[src/rtl/instruction_fetch_stage.sv]
// IF stage plus IF/ID pipeline register for the 16-bit MIPS pipeline.
// Owns the PC and fetches one instruction per cycle over a req/ready handshake.
// A hazard stall freezes the PC and IF/ID. A taken branch from EX redirects the PC and squashes.
module instruction_fetch_stage #(
  parameter int unsigned                   PC_WIDTH    = 8,
  parameter int unsigned                   INSTR_WIDTH = 16,
  parameter logic [PC_WIDTH-1:0]           RESET_PC    = '0,
  parameter logic [INSTR_WIDTH-1:0]        NOP_INSTR   = '0
) (
  input  logic                   clk,
  input  logic                   rst_n,
  input  logic                   pipeline_stall_n,
  input  logic                   branch_taken,
  input  logic [PC_WIDTH-1:0]    branch_target,
  output logic                   imem_req,
  output logic [PC_WIDTH-1:0]    imem_addr,
  input  logic [INSTR_WIDTH-1:0] imem_rdata,
  input  logic                   imem_ready,
  output logic [PC_WIDTH-1:0]    if_id_pc,
  output logic [INSTR_WIDTH-1:0] if_id_instr,
  output logic                   if_id_valid
);

  typedef enum logic [0:0] {
    StBoot,
    StFetch
  } state_e;

  // Decoded per-cycle action; priority between the inputs is resolved once, here.
  typedef enum logic [2:0] {
    ActHold,
    ActBranch,
    ActStall,
    ActWait,
    ActAdvance
  } action_e;

  state_e                   state_q, state_d;
  action_e                  action;
  logic [PC_WIDTH-1:0]      pc_q, pc_d;
  logic [PC_WIDTH-1:0]      if_id_pc_q, if_id_pc_d;
  logic [INSTR_WIDTH-1:0]   if_id_instr_q, if_id_instr_d;
  logic                     if_id_valid_q, if_id_valid_d;

  // Boot lasts exactly one cycle after reset release, then fetching runs until the next reset.
  always_comb begin
    state_d = state_q;
    unique case (state_q)
      StBoot:  state_d = StFetch;
      StFetch: state_d = StFetch;
      default: state_d = StBoot;
    endcase
  end

  // Select what this edge does. A branch beats a stall, and a stall beats a memory wait state.
  // During boot everything holds, including any branch request.
  always_comb begin
    action = ActHold;
    if (state_q == StFetch) begin
      if (branch_taken) begin
        action = ActBranch;
      end else if (!pipeline_stall_n) begin
        action = ActStall;
      end else if (!imem_ready) begin
        action = ActWait;
      end else begin
        action = ActAdvance;
      end
    end
  end

  // Next-state of the PC and IF/ID register for the selected action.
  always_comb begin
    pc_d          = pc_q;
    if_id_pc_d    = if_id_pc_q;
    if_id_instr_d = if_id_instr_q;
    if_id_valid_d = if_id_valid_q;
    unique case (action)
      ActBranch: begin
        // The instruction fetched this cycle is squashed; the target is fetched next cycle.
        pc_d          = branch_target;
        if_id_pc_d    = branch_target;
        if_id_instr_d = NOP_INSTR;
        if_id_valid_d = 1'b0;
      end
      ActStall: begin
        // Freeze. Data returned by memory this cycle is dropped and refetched later.
      end
      ActWait: begin
        if_id_instr_d = NOP_INSTR;
        if_id_valid_d = 1'b0;
      end
      ActAdvance: begin
        if_id_instr_d = imem_rdata;
        if_id_pc_d    = pc_q;
        if_id_valid_d = 1'b1;
        // Wraps from the top of the address space back to zero.
        pc_d          = pc_q + PC_WIDTH'(1);
      end
      default: begin
      end
    endcase
  end

  // State, PC and IF/ID register with asynchronous reset.
  always_ff @(posedge clk or negedge rst_n) begin
    if (!rst_n) begin
      state_q       <= StBoot;
      pc_q          <= RESET_PC;
      if_id_pc_q    <= RESET_PC;
      if_id_instr_q <= NOP_INSTR;
      if_id_valid_q <= 1'b0;
    end else begin
      state_q       <= state_d;
      pc_q          <= pc_d;
      if_id_pc_q    <= if_id_pc_d;
      if_id_instr_q <= if_id_instr_d;
      if_id_valid_q <= if_id_valid_d;
    end
  end

  // Request depends only on the state register, so no input reaches the outputs combinationally.
  assign imem_req    = (state_q == StFetch);
  assign imem_addr   = pc_q;
  assign if_id_pc    = if_id_pc_q;
  assign if_id_instr = if_id_instr_q;
  assign if_id_valid = if_id_valid_q;

endmodule

[config.mk]
export PLATFORM = sky130hd
export DESIGN_NAME = instruction_fetch_stage
export DESIGN_NICKNAME = d
export VERILOG_FILES = /design/src/rtl/instruction_fetch_stage.sv
export SDC_FILE = /design/constraint.sdc
export NUM_CORES = 1
export LEC_CHECK = 0
export CAP_MARGIN = 20
export CORE_ASPECT_RATIO = 1.75
export CORE_MARGIN = 1
export CORE_UTILIZATION = 50
export DETAILED_ROUTE_END_ITERATION = 10
export DONT_BUFFER_PORTS = 1
export HOLD_SLACK_MARGIN = 0.15
export SLEW_MARGIN = 20
export SYNTH_ARGS = -nofsm -noshare
export SYNTH_HDL_FRONTEND = slang
export SYNTH_SLANG_ARGS = --single-unit
[constraint.sdc]
create_clock -name clk -period 2.5 [get_ports clk]
set_input_delay 0.125 -clock clk [delete_from_list [all_inputs] [get_ports clk]]
set_output_delay 0.125 -clock clk [all_outputs]
set_load 0.05 [all_outputs]
==> impl_results.html <==
<table>
<tr><th>Metric</th><th>Value</th></tr>
<tr><th colspan="2">Logic synthesis</th></tr>
<tr><td>Adder and majority gate portion of the synthesized area</td><td>0.841%</td></tr>
<tr><td>Yosys top cell area share</td><td>57.2%</td></tr>
<tr><td>Main combinational cell family by area after synthesis</td><td>compound AO/OA/AOI/OAI gates</td></tr>
<tr><td>Share of synthesized cell area in and, or, nand and nor gates</td><td>10.4%</td></tr>
<tr><td>Mean post-synth cell area</td><td>11.0 µm²</td></tr>
<tr><td>Distinct cell type count of the synthesized netlist</td><td>28</td></tr>
<tr><td>Portion of netlist area occupied by mux cells</td><td>0%</td></tr>
<tr><td>Largest area contributor in the netlist</td><td>dfrtp_1</td></tr>
<tr><td>Leading cell types by total area after synthesis</td><td>dfrtp_1 57%, a22o_1 9.4%, o21ai_1 7.1%</td></tr>
<tr><td>Post-synth design cell area</td><td>1490 µm²</td></tr>
<tr><td>Post-Synthesis Net Count</td><td>165</td></tr>
<tr><td>Synthesis Warnings</td><td>0</td></tr>
<tr><td>Number of storage elements in the synthesis netlist</td><td>34</td></tr>
<tr><td>Post-synthesis compound-gate area fraction</td><td>26.7%</td></tr>
<tr><td>Xor and xnor fraction of the mapped netlist area</td><td>0%</td></tr>
<tr><td>Number of cells produced by synthesis</td><td>135</td></tr>
<tr><td>Sequential element share of the synthesized area</td><td>57.2%</td></tr>
<tr><th colspan="2">Layout</th></tr>
<tr><td>Top library cells by usage in the layout, fill and taps aside</td><td>34 x dfrtp_1, 30 x dlygate4sd3_1, 21 x o21ai_1, 16 x a22o_1, 16 x nand2_1</td></tr>
<tr><td>Post-route design area</td><td>1930 µm²</td></tr>
<tr><td>Count of nets after finishing</td><td>199</td></tr>
<tr><td>Share of post-route cells with drive strength above 1</td><td>8.24%</td></tr>
<tr><td>Inserted Diodes</td><td>0</td></tr>
<tr><td>Area growth syn-to-layout</td><td>29.4%</td></tr>
<tr><td>Area of the multi-input gates</td><td>569 µm²</td></tr>
<tr><td>Sequential Area</td><td>851 µm²</td></tr>
<tr><td>Filler instances</td><td>215</td></tr>
<tr><td>Most common cell after layout, fill and taps aside</td><td>dfrtp_1</td></tr>
<tr><th colspan="2">STA</th></tr>
<tr><td>Portion of the clock cycle consumed by the worst path in the final layout</td><td>84.1%</td></tr>
<tr><td>Total negative slack for setup checks</td><td>0 ps</td></tr>
<tr><td>Worst-margin pin slew</td><td>707 ps</td></tr>
<tr><td>Worst clock skew</td><td>6.68 ps</td></tr>
<tr><td>Max Clk Rate</td><td>475 MHz</td></tr>
<tr><td>Final setup viols</td><td>0</td></tr>
<tr><td>Max-slew violation total from the final report</td><td>0</td></tr>
<tr><td>Slew HR</td><td>52.8%</td></tr>
<tr><td>Minimum clock period</td><td>2100 ps</td></tr>
<tr><td>Hold Fails Final Rpt</td><td>0</td></tr>
<tr><td>Worst hold slack</td><td>171 ps</td></tr>
<tr><td>RSZ-0062 raised after global routing</td><td>no</td></tr>
<tr><th colspan="2">Detailed routing</th></tr>
<tr><td>Number of vias per cell after detailed routing</td><td>6.28</td></tr>
<tr><td>Highest routed layer</td><td>met4</td></tr>
<tr><td>Number of search-and-repair iterations in the first detailed-routing pass</td><td>4</td></tr>
<tr><td>Routed length on met1</td><td>1410 µm</td></tr>
<tr><td>Count of nets left with antenna violations after detail routing</td><td>0</td></tr>
<tr><td>DRC errors left</td><td>0</td></tr>
<tr><td>Met2 Routed Length</td><td>1960 µm</td></tr>
<tr><td>Initial drt markers</td><td>36</td></tr>
<tr><td>Drt total wl</td><td>3640 µm</td></tr>
<tr><td>Met3 wire len</td><td>217 µm</td></tr>
<tr><td>Via total after detailed routing</td><td>1238</td></tr>
<tr><td>Average routed wire per standard cell</td><td>18.5 µm</td></tr>
<tr><th colspan="2">Worst setup path</th></tr>
<tr><td>Worst path max stage delay</td><td>740 ps</td></tr>
<tr><td>Register-to-register path setup slack</td><td>400 ps</td></tr>
<tr><td>Startpoint kind of the worst setup timing path</td><td>flip-flop</td></tr>
<tr><td>Slowest stage cell, crit path</td><td>dfrtp_1</td></tr>
<tr><td>Type of the worst setup path</td><td>flip-flop to flip-flop</td></tr>
<tr><td>Data required time of the worst path</td><td>2710 ps</td></tr>
<tr><td>Worst r2r dst</td><td>imem_addr[5]</td></tr>
<tr><td>Crit path max fanout</td><td>7</td></tr>
<tr><td>Endpoint type of the worst setup path</td><td>flip-flop</td></tr>
<tr><td>Startpoint of the most critical register-to-register path</td><td>imem_addr[2]</td></tr>
<tr><td>Cells along the critical path</td><td>nand4_1 &gt; nor4_1 &gt; a21oi_1 &gt; dlygate4sd3_1 &gt; o21ai_1</td></tr>
<tr><td>Data arrival time of the critical path</td><td>2310 ps</td></tr>
<tr><td>Count of cells along the worst register-to-register path</td><td>5</td></tr>
<tr><th colspan="2">Hold path</th></tr>
<tr><td>Hold-critical path endpoint</td><td>if_id_pc[2]</td></tr>
<tr><td>Worst Hold Path Cells</td><td>3</td></tr>
<tr><td>Path class of the lowest-slack min-delay path</td><td>input pin to flip-flop</td></tr>
<tr><td>Hold Startpoint</td><td>branch_taken</td></tr>
<tr><th colspan="2">Die</th></tr>
<tr><td>Die area</td><td>3210 µm²</td></tr>
<tr><td>Initial core utilization</td><td>54.0%</td></tr>
<tr><td>Die Width</td><td>43.2 µm</td></tr>
<tr><td>Core region area</td><td>2750 µm²</td></tr>
<tr><td>Cell row count</td><td>25</td></tr>
<tr><td>Chip Height</td><td>74.2 µm</td></tr>
<tr><td>Number of I/O pins</td><td>63</td></tr>
<tr><th colspan="2">Clocking</th></tr>
<tr><td>CTS root buf</td><td>clkbuf_8</td></tr>
<tr><td>Latest clock arrival within the worst-skew pair</td><td>280 ps</td></tr>
<tr><td>Clock-pin transition on the worst setup and hold timing paths</td><td>70 ps</td></tr>
<tr><td>Number of clock buffers inserted by TritonCTS</td><td>5</td></tr>
<tr><td>H-Tree Level Count</td><td>2</td></tr>
<tr><td>Number of post-CTS setup repair buffers</td><td>0</td></tr>
<tr><td>TritonCTS clock tree</td><td>done</td></tr>
<tr><td>Number of resized instances in the post-cts repair step</td><td>0</td></tr>
<tr><td>Bufs on Longest Clock Path</td><td>2</td></tr>
<tr><td>Number of clock sinks seen by CTS</td><td>34</td></tr>
<tr><th colspan="2">Placed design</th></tr>
<tr><td>Global placer's final weighted congestion</td><td>0.726</td></tr>
<tr><td>Area of placed instances</td><td>1500 µm²</td></tr>
<tr><td>DPL Wire Length</td><td>2210 µm</td></tr>
<tr><td>Buffers on Ports</td><td>0</td></tr>
<tr><th colspan="2">Global route</th></tr>
<tr><td>Aggregate global-route resource usage</td><td>23.9%</td></tr>
<tr><td>Antenna violations before repair</td><td>0</td></tr>
<tr><td>Vias in the first global route</td><td>1225</td></tr>
<tr><td>Pin count of the biggest net entering global routing</td><td>35</td></tr>
<tr><td>Residual overflow from global routing</td><td>0</td></tr>
<tr><td>First-pass GRT wire length</td><td>5780 µm</td></tr>
<tr><th colspan="2">Power</th></tr>
<tr><td>Cell area power density</td><td>753 nW/µm²</td></tr>
<tr><td>Static leakage power</td><td>0.866 nW</td></tr>
<tr><td>Worst IR Drop VDD</td><td>0.449 mV</td></tr>
<tr><th colspan="2">Run</th></tr>
<tr><td>Max-Cap Viols</td><td>0</td></tr>
<tr><th colspan="2">Status</th></tr>
<tr><td>Result of the run</td><td>complete, no violations</td></tr>
</table>
[critical path, delay by kind of cell (launching register included)]
kind,cells,cell delay [ps]
compound gates,2,180
flops,1,740
buf+inv,1,580
simple gates,2,530
[report_power, final]
part           switching (mW)  internal (mW)  total (mW)
clock network           0.186          0.298       0.484
logic                   0.101         0.0825       0.184
registers               0.191          0.593       0.783
[sequential cells by signal, summed over array words and instances (netlist names)]
name,count
if_id_instr,16
if_id_pc,8
imem_addr,8
if_id_valid,1
imem_req,1
[worst max path at each step]
stage,slack [ps],endpoint,depth (start not counted),from
after floorplan,940,imem_addr[6],5,imem_addr[0]
after global placement,990,imem_addr[7],4,imem_addr[2]
after detailed placement,900,imem_addr[5],4,imem_addr[2]
after CTS,400,imem_addr[5],5,imem_addr[2]
after global routing,270,imem_addr[5],5,imem_addr[2]
final,400,imem_addr[5],5,imem_addr[2]
[cell type report]
| class | instances | area share [%] |
|---|---|---|
| inverters | 2 | 0.390 |
| well taps | 27 | 1.75 |
| multi-input cells | 90 | 29.6 |
| clock inverters | 1 | 1.56 |
| flip-flops and latches | 34 | 44.2 |
| repair buffers | 36 | 18.6 |
| clock buffers | 7 | 3.96 |
[routing by layer]
metal  up-vias  track usage (%)
met4         0             8.08
li1        568                -
met1       619             27.0
met2        46             43.4
met3         5             5.58
met5         -                0
[cell families (layout without fill, tap and decap cells)]
family,Yosys count,after routing
AOI/OAI and AO/OA,58,58
and+or+nand+nor,30,30
DFF,34,34
adders and majority gates,1,1
other,1,1
buffers and inverters,11,46
[stage by stage]
| stage | cells | setup slack, ps | total power [mW] | utilization (%) |
|---|---|---|---|---|
| after global routing | 197 | 269 | 1.51 | 70.0 |
| after floorplan | 135 | 940 | 0.890 | - |
| final | 197 | 397 | 1.45 | 70.0 |
| after global placement | 158 | 994 | 0.915 | 54.5 |
| after detailed placement | 158 | 904 | 0.921 | 54.5 |
| after CTS | 197 | 403 | 1.46 | 70.0 |
[timing repair]
item	in CTS	in global routing
hold buffers	31	0
endpoints found under the hold margin	67	0
endpoints found under the setup margin	0	0
[synthesized netlist by cell type]
| cell | number |
|---|---|
| dfrtp_1 | 34 |
| o21ai_1 | 21 |
| a22o_1 | 16 |
| nand2_1 | 16 |
| a22oi_1 | 7 |
| buf_2 | 6 |
| nor2_1 | 4 |
| a21oi_1 | 3 |
| a32oi_1 | 2 |
| buf_6 | 2 |
| inv_1 | 2 |
| nand3_1 | 2 |
| nor4_1 | 2 |
| o21a_1 | 2 |
| o22a_1 | 2 |
| o22ai_1 | 2 |
| a21o_1 | 1 |
| a31oi_1 | 1 |
| and2_1 | 1 |
| and3_1 | 1 |
| and4b_1 | 1 |
| buf_4 | 1 |
| conb_1 | 1 |
| ha_1 | 1 |
| nand4_1 | 1 |
| nand4b_4 | 1 |
| nor3_1 | 1 |
| o21ai_2 | 1 |
Power figures use the tool's default switching activity.
